===== config.mk =====
export PLATFORM = sky130hd
export DESIGN_NAME = io_bank_flat
export DESIGN_NICKNAME = d
export VERILOG_FILES = /design/src/rtl/io_bank_if.sv /design/src/rtl/io_bank.sv /design/src/flat_wrapper.sv
export SDC_FILE = /design/constraint.sdc
export NUM_CORES = 1
export LEC_CHECK = 0
export CORE_ASPECT_RATIO = 0.7
export CORE_MARGIN = 2
export CORE_UTILIZATION = 55
export CTS_BUF_LIST = sky130_fd_sc_hd__clkbuf_16
export CTS_CLUSTER_SIZE = 10
export DETAILED_ROUTE_END_ITERATION = 10
export PLACE_DENSITY_LB_ADDON = 0.12
export SKIP_LAST_GASP = 1
export SLEW_MARGIN = 5
export SYNTH_ARGS = -nofsm -noshare
export SYNTH_HDL_FRONTEND = slang
export SYNTH_SLANG_ARGS = --single-unit

===== constraint.sdc =====
create_clock -name clk -period 3.3 [get_ports clk]
set_input_delay 0.66 -clock clk [delete_from_list [all_inputs] [get_ports clk]]
set_output_delay 0.66 -clock clk [all_outputs]
set_load 0.005 [all_outputs]

===== src/rtl/io_bank_if.sv =====
// rtl/io_bank_if.sv - MMU I/O port request/response bundle
interface io_bank_if;
    logic [7:0]  io_addr;
    logic        io_en;
    logic        io_we;
    logic [31:0] io_data_write;
    logic [31:0] io_data_read;

    modport master (
        output io_addr, io_en, io_we, io_data_write,
        input  io_data_read
    );

    modport slave (
        input  io_addr, io_en, io_we, io_data_write,
        output io_data_read
    );
endinterface


===== src/rtl/io_bank.sv =====
// rtl/io_bank.sv - I/O window responder: GPIO, compare timer, UART TX with FIFO
module io_bank #(
    parameter int CLKS_PER_BIT   = 16,
    parameter int FIFO_DEPTH     = 4,
    parameter int FIFO_DEPTH_LOG = 2
) (
    input  logic       clk,
    input  logic       resetb,
    io_bank_if.slave   io,
    input  logic [7:0] gpio_in,
    output logic [7:0] gpio_out,
    output logic       uart_tx,
    output logic       irq
);
    localparam int CW   = (CLKS_PER_BIT > 1) ? $clog2(CLKS_PER_BIT) : 1;
    localparam int CNTW = FIFO_DEPTH_LOG + 1;

    localparam logic [CW-1:0]             BIT_LAST = CW'(CLKS_PER_BIT - 1);
    localparam logic [CW-1:0]             CLK_ONE  = CW'(1);
    localparam logic [CNTW-1:0]           DEPTH_V  = CNTW'(FIFO_DEPTH);
    localparam logic [CNTW-1:0]           CNT_ONE  = CNTW'(1);
    localparam logic [FIFO_DEPTH_LOG-1:0] PTR_ONE  = FIFO_DEPTH_LOG'(1);

    localparam logic [5:0] A_GPIO_OUT  = 6'h00;
    localparam logic [5:0] A_GPIO_IN   = 6'h01;
    localparam logic [5:0] A_TMR_COUNT = 6'h02;
    localparam logic [5:0] A_TMR_CMP   = 6'h03;
    localparam logic [5:0] A_TMR_CTRL  = 6'h04;
    localparam logic [5:0] A_UART_TX   = 6'h05;
    localparam logic [5:0] A_UART_STAT = 6'h06;

    typedef enum logic [1:0] {S_IDLE, S_START, S_DATA, S_STOP} tx_state_t;

    logic [5:0]  word;
    logic        wr;
    logic        rd;
    logic [31:0] wdata;
    logic        addr_unused;

    assign word        = io.io_addr[7:2];
    assign wr          = io.io_en & io.io_we;
    assign rd          = io.io_en & ~io.io_we;
    assign wdata       = io.io_data_write;
    assign addr_unused = ^io.io_addr[1:0];

    // GPIO output register and two-flop input synchronizer
    logic [7:0] gpio_out_q;
    logic [7:0] sync1;
    logic [7:0] sync2;

    always_ff @(posedge clk or negedge resetb) begin
        if (!resetb) begin
            gpio_out_q <= 8'h0;
            sync1      <= 8'h0;
            sync2      <= 8'h0;
        end else begin
            sync1 <= gpio_in;
            sync2 <= sync1;
            if (wr && word == A_GPIO_OUT)
                gpio_out_q <= wdata[7:0];
        end
    end

    assign gpio_out = gpio_out_q;

    // Compare timer
    logic [31:0] tmr_count;
    logic [31:0] tmr_cmp;
    logic        tmr_en;
    logic        tmr_irq_en;
    logic        tmr_flag;
    logic        irq_q;
    logic        ctrl_wr;
    logic        tmr_match;
    logic        flag_nxt;
    logic        irq_en_nxt;

    assign ctrl_wr    = wr && word == A_TMR_CTRL;
    assign tmr_match  = tmr_en && (tmr_count == tmr_cmp);
    assign irq_en_nxt = ctrl_wr ? wdata[1] : tmr_irq_en;
    // A match landing on the same edge as a W1C keeps the flag set
    assign flag_nxt   = tmr_match | (tmr_flag & ~(ctrl_wr & wdata[2]));

    always_ff @(posedge clk or negedge resetb) begin
        if (!resetb) begin
            tmr_count  <= 32'h0;
            tmr_cmp    <= 32'h0;
            tmr_en     <= 1'b0;
            tmr_irq_en <= 1'b0;
            tmr_flag   <= 1'b0;
            irq_q      <= 1'b0;
        end else begin
            if (wr && word == A_TMR_COUNT)
                tmr_count <= wdata;
            else if (tmr_match)
                tmr_count <= 32'h0;
            else if (tmr_en)
                tmr_count <= tmr_count + 32'd1;
            if (wr && word == A_TMR_CMP)
                tmr_cmp <= wdata;
            if (ctrl_wr)
                tmr_en <= wdata[0];
            tmr_irq_en <= irq_en_nxt;
            tmr_flag   <= flag_nxt;
            irq_q      <= flag_nxt & irq_en_nxt;
        end
    end

    assign irq = irq_q;

    // UART TX FIFO
    tx_state_t                 state;
    tx_state_t                 state_nxt;
    logic [7:0]                fifo_mem [FIFO_DEPTH];
    logic [FIFO_DEPTH_LOG-1:0] wr_ptr;
    logic [FIFO_DEPTH_LOG-1:0] rd_ptr;
    logic [CNTW-1:0]           fifo_cnt;
    logic                      fifo_full;
    logic                      fifo_empty;
    logic                      tx_wr;
    logic                      push;
    logic                      pop;
    logic                      tx_ovf;

    assign fifo_full  = fifo_cnt == DEPTH_V;
    assign fifo_empty = fifo_cnt == '0;
    assign tx_wr      = wr && word == A_UART_TX;
    assign pop        = (state == S_IDLE) && !fifo_empty;
    // A pop on the same edge frees the slot, so a push into a full FIFO still lands
    assign push       = tx_wr && (!fifo_full || pop);

    always_ff @(posedge clk) begin
        if (push)
            fifo_mem[wr_ptr] <= wdata[7:0];
    end

    always_ff @(posedge clk or negedge resetb) begin
        if (!resetb) begin
            wr_ptr   <= '0;
            rd_ptr   <= '0;
            fifo_cnt <= '0;
            tx_ovf   <= 1'b0;
        end else begin
            if (push)
                wr_ptr <= wr_ptr + PTR_ONE;
            if (pop)
                rd_ptr <= rd_ptr + PTR_ONE;
            case ({push, pop})
                2'b10:   fifo_cnt <= fifo_cnt + CNT_ONE;
                2'b01:   fifo_cnt <= fifo_cnt - CNT_ONE;
                default: ;
            endcase
            if (tx_wr && fifo_full && !pop)
                tx_ovf <= 1'b1;
            else if (wr && word == A_UART_STAT && wdata[4])
                tx_ovf <= 1'b0;
        end
    end

    // Serializer
    logic [CW-1:0] clk_cnt;
    logic [2:0]    bit_idx;
    logic [7:0]    tx_byte;
    logic          bit_done;
    logic          busy;

    assign bit_done = clk_cnt == BIT_LAST;
    assign busy     = state != S_IDLE;

    always_ff @(posedge clk or negedge resetb) begin
        if (!resetb)
            state <= S_IDLE;
        else
            state <= state_nxt;
    end

    always_comb begin
        state_nxt = state;
        uart_tx   = 1'b1;
        case (state)
            S_IDLE: begin
                if (pop)
                    state_nxt = S_START;
            end
            S_START: begin
                uart_tx = 1'b0;
                if (bit_done)
                    state_nxt = S_DATA;
            end
            S_DATA: begin
                uart_tx = tx_byte[bit_idx];
                if (bit_done && bit_idx == 3'd7)
                    state_nxt = S_STOP;
            end
            S_STOP: begin
                if (bit_done)
                    state_nxt = S_IDLE;
            end
            default: state_nxt = S_IDLE;
        endcase
    end

    always_ff @(posedge clk or negedge resetb) begin
        if (!resetb) begin
            clk_cnt <= '0;
            bit_idx <= 3'd0;
            tx_byte <= 8'h0;
        end else if (state == S_IDLE) begin
            clk_cnt <= '0;
            bit_idx <= 3'd0;
            if (pop)
                tx_byte <= fifo_mem[rd_ptr];
        end else if (bit_done) begin
            clk_cnt <= '0;
            if (state == S_DATA)
                bit_idx <= bit_idx + 3'd1;
        end else begin
            clk_cnt <= clk_cnt + CLK_ONE;
        end
    end

    // Read mux
    logic [3:0]  cnt_field;
    logic [31:0] rdata;

    assign cnt_field = 4'(fifo_cnt);

    always_comb begin
        rdata = 32'h0;
        if (rd) begin
            case (word)
                A_GPIO_OUT:  rdata = {24'h0, gpio_out_q};
                A_GPIO_IN:   rdata = {24'h0, sync2};
                A_TMR_COUNT: rdata = tmr_count;
                A_TMR_CMP:   rdata = tmr_cmp;
                A_TMR_CTRL:  rdata = {29'h0, tmr_flag, tmr_irq_en, tmr_en};
                A_UART_STAT: rdata = {24'h0, busy, fifo_empty, fifo_full, tx_ovf, cnt_field};
                default:     rdata = 32'h0;
            endcase
        end
    end

    assign io.io_data_read = rdata;
endmodule


===== src/flat_wrapper.sv =====
// flat-port wrapper written by rule: the top's interface ports become plain ports
module io_bank_flat 
#(
    parameter int CLKS_PER_BIT   = 16,
    parameter int FIFO_DEPTH     = 4,
    parameter int FIFO_DEPTH_LOG = 2
)
  (clk, resetb, gpio_in, gpio_out, uart_tx, irq, io_io_addr, io_io_en, io_io_we, io_io_data_write, io_io_data_read);
  io_bank_if io_i ();
  input  logic clk;
  input  logic resetb;
  input  logic [7:0] gpio_in;
  output logic [7:0] gpio_out;
  output logic uart_tx;
  output logic irq;
  input wire logic [$bits(io_i.io_addr)-1:0] io_io_addr;
  input wire logic [$bits(io_i.io_en)-1:0] io_io_en;
  input wire logic [$bits(io_i.io_we)-1:0] io_io_we;
  input wire logic [$bits(io_i.io_data_write)-1:0] io_io_data_write;
  output wire logic [$bits(io_i.io_data_read)-1:0] io_io_data_read;
  assign io_i.io_addr = io_io_addr;
  assign io_i.io_en = io_io_en;
  assign io_i.io_we = io_io_we;
  assign io_i.io_data_write = io_io_data_write;
  assign io_io_data_read = io_i.io_data_read;
  io_bank #(.CLKS_PER_BIT(CLKS_PER_BIT), .FIFO_DEPTH(FIFO_DEPTH), .FIFO_DEPTH_LOG(FIFO_DEPTH_LOG)) u_core (.clk(clk), .resetb(resetb), .io(io_i), .gpio_in(gpio_in), .gpio_out(gpio_out), .uart_tx(uart_tx), .irq(irq));
endmodule

==> results.sh, run 1 <==
export IMPL_fin_area_um2=9557
export IMPL_finalSetupViolCount=2
export IMPL_grt_pass1_vias=5668
export IMPL_clk_insertion_delay_late_ns=0.42
export IMPL_fin_ws_ns=-0.04702
export IMPL_reg2reg_depth=6
export IMPL_status="finished, violations left"
export IMPL_placed_cell_area_um2=8807
export IMPL_ys_warn_count=0
export IMPL_synth_seq_cells=149
export IMPL_row_count=35
export IMPL_yosysSeqAreaShare_pct=51.03
export IMPL_path_clk_slew_ns=0.06
export IMPL_overflow=0
export IMPL_clock_path_buffers=2
export IMPL_syn_to_final_growth_pct=25.40
export IMPL_firstDrtPassIters=5
export IMPL_layout_commonest_cell="dfrtp_1"
export IMPL_initial_utilization_pct=57.06
export IMPL_fp_dieH_um=102.5
export IMPL_clock_fmax_mhz=298.8
export IMPL_wl_mm=18.98
export IMPL_synth_avg_cell_area_um2=11.91
export IMPL_grt_first_pass_wirelength_mm=30.13
export IMPL_wl_per_cell_um=20.02
export IMPL_synth_ff_type="dfrtp_1"
export IMPL_rsz0062_at_grt="true"
export IMPL_tightest_slew_ns=0.7292
export IMPL_criticalPathCategory="input pin to output pin"
export IMPL_clock_skew_ns=0.01079
export IMPL_ctsHoldBuffers=0
export IMPL_peakVddDrop_v=0.0004292
export IMPL_synth_fp_nets=705
export IMPL_netlist_area_um2=7621
export IMPL_core_um2=13360
export IMPL_grt_max_degree=57
export IMPL_fillers=932
export IMPL_regToRegStartpoint="u_core.tmr_count[13]"
export IMPL_holdWs_ns=0.2965
export IMPL_maxCapViolCount=0
export IMPL_drc=0
export IMPL_power_leakage_nw=4.439
export IMPL_cts_sinks=149
export IMPL_final_max_slew_viol_count=0
export IMPL_numPortBuffers=91
export IMPL_start_kind="input pin"
export IMPL_finalCritPeriodShare_pct=101.4
export IMPL_htreeDepth=4
export IMPL_vias=5580
export IMPL_synthArstFlopShare_pct=78.52
export IMPL_synthDistinctLibCells=52
export IMPL_die_x_um=144.7
export IMPL_crit_arrival_ns=2.69
export IMPL_critPathCapture="io_io_data_read[3]"
export IMPL_hpwl_mm=13.09
export IMPL_mostFrequentLayoutCells="dfrtp_1 (117), nor2_1 (62), clkdlybuf4s50_1 (57)"
export IMPL_startpoint="io_io_addr[5]"
export IMPL_cts_tree="yes"
export IMPL_fin_nets=815
export IMPL_worstPathRequired_ns=2.64
export IMPL_die_area_um2=14830
export IMPL_ant_nets=0
export IMPL_power_density_nw_per_um2=606.4
export IMPL_root_buffer="clkbuf_16"
export IMPL_pre_cts_slack_ns=-0.2494
export IMPL_finalWeightedCongestion=0.8554
export IMPL_r2r_end="u_core.tmr_count[25]"
export IMPL_avgViaCountPerCell=5.886
export IMPL_diodes=0
export IMPL_r2r_slack_ns=0.52
export IMPL_fin_crit_ns=3.347
export IMPL_max_slew_margin_pct=51.39
export IMPL_violations="setup timing"
export IMPL_numCtsBuffers=17
export IMPL_synthCells=640
export IMPL_grt_usage_pct=27.14
export IMPL_p_total_mw=5.795
export IMPL_antenna_found_initial=0
export IMPL_synth_edf_count=32
export IMPL_cp_end_kind="output pin"
export IMPL_path_max_fanout=4
export IMPL_drt_iter0_drc=484
export IMPL_hold_path_class="input pin to async pin"
export IMPL_hold_viol=0
export IMPL_ioPinCount=94
export IMPL_drive_above_1_share_pct=21.10
worst max-delay path: stages:
cell and delay [ns]:
clkdlybuf4s50_1 0.43, or3_4 0.42, buf_4 0.16, buf_4 0.15
nor4_4 0.15, buf_4 0.17, buf_4 0.11, a221oi_1 0.06
nor2_1 0.13, dlygate4sd2_1 0.24
timing repair:
action / CTS / global route
buffers inserted: 6 / 6
setup endpoints to repair: 32 / 27
gates resized for setup: 10 / 32
pin swaps: 5 / 6
final cells by class:
cell class / count / area, um^2 / share of cell area (%)
inverter: 12 / 45.04 / 0.4713
timing repair buffer: 132 / 1303 / 13.63
clock inverter: 15 / 140.1 / 1.466
tap: 185 / 231.5 / 2.422
sequential: 149 / 3889 / 40.69
clock buffer: 17 / 425.4 / 4.451
multi-input combinational: 438 / 3523 / 36.87
cells by family after synthesis:
| logic type | synth area share (%) |
|---|---|
| XOR/XNOR | 8.045 |
| AO/OA/AOI/OAI | 6.649 |
| flip-flops | 51.03 |
| adder cells (fa/ha/maj) | 2.233 |
| AND/OR/NAND/NOR | 13.48 |
| multiplexers | 15.22 |
| buffers and inverters | 3.349 |
registers in the layout, indices dropped and copies added, names as in the netlist, 2 cells and up:
| register | flops |
|---|---|
| u_core.fifo_mem | 32 |
| u_core.tmr_cmp | 32 |
| u_core.tmr_count | 32 |
| u_core.gpio_out | 8 |
| u_core.sync1 | 8 |
| u_core.sync2 | 8 |
| u_core.tx_byte | 8 |
| u_core.clk_cnt | 4 |
| u_core.bit_idx | 3 |
| u_core.fifo_cnt | 3 |
| u_core.rd_ptr | 2 |
| u_core.state | 2 |
| u_core.wr_ptr | 2 |
layer usage:
metal | routed length, um | track usage, % | vias up
met2 | 8591 | 41.31 | 234
met4 | 267 | 7.394 | 0
met3 | 1347 | 5.670 | 24
met5 | 0 | 0 | -
li1 | - | - | 2522
met1 | 8769 | 39.97 | 2800
synthesized netlist by cell type, types with 6 or more instances:
cell type / number / area (um^2)
a211oi_2: 10 / 125.1
a21oi_1: 8 / 40.04
a221oi_1: 6 / 52.55
and3_1: 12 / 75.07
buf_2: 16 / 80.08
clkbuf_1: 16 / 60.06
dfrtp_1: 117 / 2928
edfxtp_1: 32 / 960.9
ha_1: 12 / 150.1
inv_1: 12 / 45.04
mux2_2: 49 / 551.8
mux2i_1: 36 / 360.4
mux4_2: 11 / 247.7
nand2_1: 48 / 180.2
nand3_1: 13 / 65.06
nand4_1: 17 / 106.4
nor2_1: 62 / 232.7
nor3_1: 9 / 45.04
nor4_1: 7 / 43.79
o21ai_0: 10 / 50.05
o31ai_1: 19 / 142.6
xnor2_1: 15 / 131.4
xor2_1: 55 / 481.7
report_power, final:
part	total [mW]	switching, mW	internal (mW)	leakage (nW)
logic	1.32	0.616	0.702	2.43
registers	2.61	0.437	2.17	1.74
clock network	1.87	0.769	1.10	0.273
through the flow:
| step | util (%) | setup TNS (ns) | std cells |
|---|---|---|---|
| global route | 71.55 | -0.4030 | 948 |
| detailed placement | 65.94 | -4.194 | 904 |
| floorplan | - | 0 | 640 |
| CTS | 70.57 | -1.451 | 942 |
| global placement | 65.94 | -2.198 | 904 |
| finish | 71.55 | -0.07330 | 948 |
worst min-delay path by stage:
stage	to	depth (start not counted)	start	slack [ns]
after floorplan	u_core.sync2[0]	0	u_core.sync1[0]	0.33
after global placement	u_core.sync2[6]	0	u_core.sync1[6]	0.33
after detailed placement	u_core.sync2[5]	0	u_core.sync1[5]	0.33
after CTS	u_core.sync1[7]	1	resetb	0.32
after global routing	u_core.sync1[6]	1	resetb	0.36
final	u_core.sync1[7]	1	resetb	0.30
Power figures use the tool's default switching activity.
==> run 2: changes to the inputs <==
- CORE_MARGIN: 2 -> not set
==> run 2 against run 1 <==
Against the previous run: the flow now finishes without violations; largest power group unchanged; register-to-register slack improved by 0.05 ns; via count decreased by 0.81%; sequential share of layout area increased by 0.24 points; combinational power about the same; largest cell class unchanged; clock skew increased by 0.0053 ns; worst hold slack got worse by 0.066 ns; global-route usage increased by 1.7 points; cell count decreased by 0.11%; die area decreased by 3.3%.
==> results.sh, run 2 (synthesized netlist as in run 1, its figures left out) <==
export IMPL_die_x_um=142.7
export IMPL_crit_arrival_ns=2.55
export IMPL_clock_skew_ns=0.01607
export IMPL_clock_fmax_mhz=311.9
export IMPL_status="finished, final reports clean"
export IMPL_start_kind="input pin"
export IMPL_grt_usage_pct=28.83
export IMPL_cp_cell_sequence="clkdlybuf4s50_1 > buf_4 > mux4_2 > nand3_1 > a21oi_1 > clkdlybuf4s50_1"
export IMPL_root_buffer="clkbuf_16"
export IMPL_fin_nets=814
export IMPL_mostFrequentLayoutCells="dfrtp_1 (117), nor2_1 (61), clkdlybuf4s50_1 (58)"
export IMPL_finalSetupViolCount=0
export IMPL_avgViaCountPerCell=5.845
export IMPL_regToRegStartpoint="u_core.tmr_count[13]"
export IMPL_cpMostUsedCell="clkdlybuf4s50_1"
export IMPL_antenna_found_initial=0
export IMPL_hold_path_class="input pin to async pin"
export IMPL_hpwl_mm=13.27
export IMPL_htreeDepth=4
export IMPL_fillers=936
export IMPL_finalWeightedCongestion=0.8991
export IMPL_syn_to_final_growth_pct=24.66
export IMPL_numPortBuffers=91
export IMPL_ioPinCount=94
export IMPL_maxCapViolCount=0
export IMPL_ant_nets=0
export IMPL_dp_cells=903
export IMPL_utilization_pct=71.13
export IMPL_cts_sinks=149
export IMPL_tightest_slew_ns=0.7243
export IMPL_initial_utilization_pct=57.06
export IMPL_grt_pass1_vias=5585
export IMPL_startpoint="io_io_addr[4]"
export IMPL_drt_iter0_drc=314
export IMPL_numCtsBuffers=17
export IMPL_firstDrtPassIters=5
export IMPL_cts_tree="yes"
export IMPL_diodes=0
export IMPL_fin_ws_ns=0.09407
export IMPL_p_total_mw=5.690
export IMPL_fin_crit_ns=3.206
export IMPL_max_slew_margin_pct=51.34
export IMPL_wl_mm=19.38
export IMPL_multi_input_area_um2=3522
export IMPL_hold_viol=0
export IMPL_ctsHoldBuffers=0
export IMPL_worstPathRequired_ns=2.64
export IMPL_finalCritPeriodShare_pct=97.15
export IMPL_overflow=0
export IMPL_drive_above_1_share_pct=21.26
export IMPL_layout_commonest_cell="dfrtp_1"
export IMPL_path_max_fanout=9
export IMPL_wl_per_cell_um=20.46
export IMPL_reg2reg_depth=6
export IMPL_pre_cts_slack_ns=-0.2335
export IMPL_power_density_nw_per_um2=599.0
export IMPL_top_regs="u_core.fifo_mem: 32 flops, u_core.tmr_cmp: 32 flops, u_core.tmr_count: 32 flops"
export IMPL_fp_dieH_um=100.5
export IMPL_grt_max_degree=57
export IMPL_drc=0
export IMPL_power_leakage_nw=4.335
export IMPL_row_count=35
export IMPL_grt_first_pass_wirelength_mm=30.48
export IMPL_crit_path_top_delay_cell="mux4_2"
export IMPL_instances_no_fill=947
export IMPL_criticalPathCategory="input pin to output pin"
export IMPL_cp_end_kind="output pin"
export IMPL_final_max_slew_viol_count=0
export IMPL_setup_tns_ns=0
export IMPL_core_um2=13360
export IMPL_critPathMaxStageDelay_ns=0.54
export IMPL_seq_area_um2=3889
export IMPL_clk_insertion_delay_late_ns=0.42
export IMPL_peakVddDrop_v=0.0003537
export IMPL_die_area_um2=14340
export IMPL_clock_path_buffers=2
export IMPL_path_clk_slew_ns=0.07
export IMPL_vias=5535
## run 2: cell count changes in the layout (fill, tap and decap cells not counted), sizes merged
cell / change
dlymetal6s2s: -4
clkinv: +3
bufinv: -2
dlygate4sd2: +2
clkdlybuf4s50: +1
clkinvlp: -1
## run 2: worst paths after layout
| kind | to | slack [ns] |
|---|---|---|
| worst max register to register | u_core.tmr_count[25] | 0.57 |
| worst min register to register | u_core.sync2[1] | 0.35 |
| max in group asynchronous | u_core.tmr_count[9] | 2.32 |
| worst min-delay path | u_core.tx_byte[1] | 0.23 |
| worst max-delay path | io_io_data_read[2] | 0.09 |
| min in group clk | u_core.sync2[1] | 0.35 |
## run 2: area by class of cell
type / instances / share of cell area [%]
Multi-Input combinational cell: 438 / 37.07
Clock inverter: 15 / 1.119
Inverter: 12 / 0.4741
Tap cell: 185 / 2.436
Clock buffer: 17 / 4.478
Sequential cell: 149 / 40.93
Timing Repair Buffer: 131 / 13.49
## run 2: where the power goes
part           internal [mW]  total [mW]  switching (mW)
clock network          0.963        1.76           0.795
logic                  0.700        1.33           0.626
registers               2.17        2.61           0.438
## run 2: stage by stage
step                      hold WS [ns]  instance area (um^2)
after floorplan                 0.3312                  7621
final                           0.2303                  9500
after global placement          0.3320                  8800
after CTS                       0.2439                  9380
after detailed placement        0.3347                  8800
after global routing            0.2621                  9500
## run 2: critical path: cells and delay by family
kind	cells	cell delay, ns
muxes	1	0.54
AOI/OAI and AO/OA	1	0.08
buffers and inverters	3	1.16
and+or+nand+nor	1	0.11
## run 2: what timing repair did
item | 4_1_cts | 5_1_grt
pin swaps | 4 | 4
gates resized for setup | 13 | 32
cloned | 0 | 0
setup buffers | 6 | 6
setup endpoints to repair | 32 | 24
## run 2: layer usage
layer	part of all wire (%)	wire [um]	GRT usage (%)
met4	0.88	171	6.782
met1	48	9282	43.13
met2	45	8709	43.48
met5	0	0	0
met3	6.3	1215	5.748
==> run 3: changes to the inputs <==
==> constraint.sdc (replaced) <==
create_clock -name clk -period 3.91 [get_ports clk]
set_input_delay 0.782 -clock clk [delete_from_list [all_inputs] [get_ports clk]]
set_output_delay 0.782 -clock clk [all_outputs]
set_load 0.02 [all_outputs]
==> run 3 against run 2 <==
Against the previous run: cell count fell by 2.2%; flip-flop and latch count unchanged; die area unchanged; total power is 14% lower; combinational power is 16% lower; sequential power fell by 16%; core utilization fell by 1.2 points; worst setup slack improved by 0.040 ns; design area is 1.7% lower; clock-buffer cell count unchanged.
==> results.sh, run 3 (synthesized netlist as in run 1, its figures left out) <==
export IMPL_fp_dieH_um=100.5
export IMPL_grt_util_met2_pct=41.82
export IMPL_row_count=35
export IMPL_hold_viol=0
export IMPL_top_regs="u_core.fifo_mem: 32 flops, u_core.tmr_cmp: 32 flops, u_core.tmr_count: 32 flops"
export IMPL_fin_area_um2=9336
export IMPL_postCtsSetupBuffers=0
export IMPL_drive_above_1_share_pct=18.89
export IMPL_clk_insertion_delay_late_ns=0.43
export IMPL_finalWeightedCongestion=0.8899
export IMPL_worstPathRequired_ns=3.13
export IMPL_clock_fmax_mhz=264.8
export IMPL_clock_path_buffers=2
export IMPL_hold_path_class="flip-flop to flip-flop"
export IMPL_ctsHoldBuffers=0
export IMPL_diodes=0
export IMPL_fin_nets=793
export IMPL_max_slew_margin_pct=50.13
export IMPL_path_max_fanout=24
export IMPL_initial_utilization_pct=57.06
export IMPL_antenna_found_initial=0
export IMPL_cts_resized=0
export IMPL_avgViaCountPerCell=5.968
export IMPL_die_x_um=142.7
export IMPL_htreeDepth=4
export IMPL_start_kind="input pin"
export IMPL_power_density_nw_per_um2=523.8
export IMPL_ioPinCount=94
export IMPL_clock_skew_ns=0.01292
export IMPL_hpwl_mm=13.14
export IMPL_setup_tns_ns=0
export IMPL_overflow=0
export IMPL_firstDrtPassIters=5
export IMPL_numCtsBuffers=17
export IMPL_cts_sinks=149
export IMPL_finalSetupViolCount=0
export IMPL_cts_tree="yes"
export IMPL_grt_usage_pct=28.82
export IMPL_dp_cells=894
export IMPL_crit_path_top_delay_cell="clkdlybuf4s50_1"
export IMPL_drt_iter0_drc=434
export IMPL_drc=0
export IMPL_criticalPathCategory="input pin to output pin"
export IMPL_cpMostUsedCell="clkdlybuf4s50_1"
export IMPL_path_clk_slew_ns=0.06
export IMPL_placed_cell_area_um2=8732
export IMPL_grt_max_degree=76
export IMPL_rsz0062_at_grt="false"
export IMPL_final_max_slew_viol_count=0
export IMPL_critPathMaxStageDelay_ns=0.62
export IMPL_wl_mm=18.96
export IMPL_mostFrequentLayoutCells="dfrtp_1 (117), clkdlybuf4s50_1 (79), nor2_1 (62)"
export IMPL_peakVddDrop_v=0.0003700
export IMPL_cp_cell_sequence="clkdlybuf4s50_1 > or3_4 > nor3b_4 > nand2b_1 > buf_12 > nor2_1 > clkdlybuf4s50_1"
export IMPL_fin_crit_ns=3.776
export IMPL_vias=5526
export IMPL_grt_first_pass_wirelength_mm=30.33
export IMPL_instances_no_fill=926
export IMPL_root_buffer="clkbuf_16"
export IMPL_numPortBuffers=91
export IMPL_core_um2=13360
export IMPL_wl_per_cell_um=20.47
export IMPL_syn_to_final_growth_pct=22.51
export IMPL_status="finished, final reports clean"
export IMPL_cp_end_kind="output pin"
export IMPL_die_area_um2=14340
export IMPL_finalCritPeriodShare_pct=96.58
export IMPL_grt_use_met1_pct=43.22
export IMPL_ant_nets=0
export IMPL_crit_arrival_ns=2.99
export IMPL_layout_commonest_cell="dfrtp_1"
export IMPL_busiest_layer="met1"
export IMPL_fillers=952
export IMPL_met3_usage_pct=7.078
export IMPL_power_leakage_nw=4.015
export IMPL_maxCapViolCount=0
export IMPL_grt_pass1_vias=5542
export IMPL_tightest_slew_ns=0.7481
run 3: metal layers:
| layer | wire length (um) | up-vias | share of wire (%) |
|---|---|---|---|
| li1 | - | 2479 | - |
| met1 | 8754 | 2782 | 46 |
| met2 | 8448 | 236 | 45 |
| met3 | 1494 | 29 | 7.9 |
| met4 | 261 | 0 | 1.4 |
| met5 | 0 | - | 0 |
run 3: critical path: cells and delay by family:
family,cells,cell delay [ns]
simple gates,4,0.97
buf+inv,3,1.23
run 3: stage by stage:
stage	util (%)	hold slack, ns	total power [mW]	setup slack, ns
after floorplan	-	0.3312	2.939	0.8521
after global placement	65.38	0.3327	3.244	0.02979
after detailed placement	65.38	0.3347	3.317	0.05670
after CTS	69.59	0.3510	4.901	0.02732
after global routing	69.90	0.3556	5.113	0.03782
final	69.90	0.3488	4.891	0.1337
run 3: area by class of cell:
| type | count | area [um^2] | share of cell area [%] |
|---|---|---|---|
| well taps | 185 | 231.5 | 2.479 |
| repair buffers | 110 | 1109 | 11.87 |
| multi-input cells | 438 | 3500 | 37.48 |
| clock buffers | 17 | 425.4 | 4.556 |
| clock inverters | 15 | 137.6 | 1.474 |
| flip-flops and latches | 149 | 3889 | 41.65 |
| inverters | 12 | 45.04 | 0.4824 |
run 3: path summary, 6_finish.rpt:
path / startpoint / endpoint / slack [ns] / cells past startpoint
max: io_io_addr[5] / io_io_data_read[17] / 0.13 / 7
max in group asynchronous: resetb / u_core.tmr_flag / 2.70 / 2
min in group asynchronous: resetb / u_core.tx_byte[2] / 0.36 / 1
min: u_core.sync1[5] / u_core.sync2[5] / 0.35 / 0
max reg2reg: u_core.fifo_cnt[0] / u_core.fifo_cnt[2] / 1.15 / 7
min reg2reg: u_core.sync1[5] / u_core.sync2[5] / 0.35 / 0
run 3: where the power goes:
| part | switching [mW] | total (mW) | internal, mW |
|---|---|---|---|
| clock network | 0.728 | 1.57 | 0.841 |
| logic | 0.543 | 1.12 | 0.578 |
| registers | 0.371 | 2.20 | 1.83 |
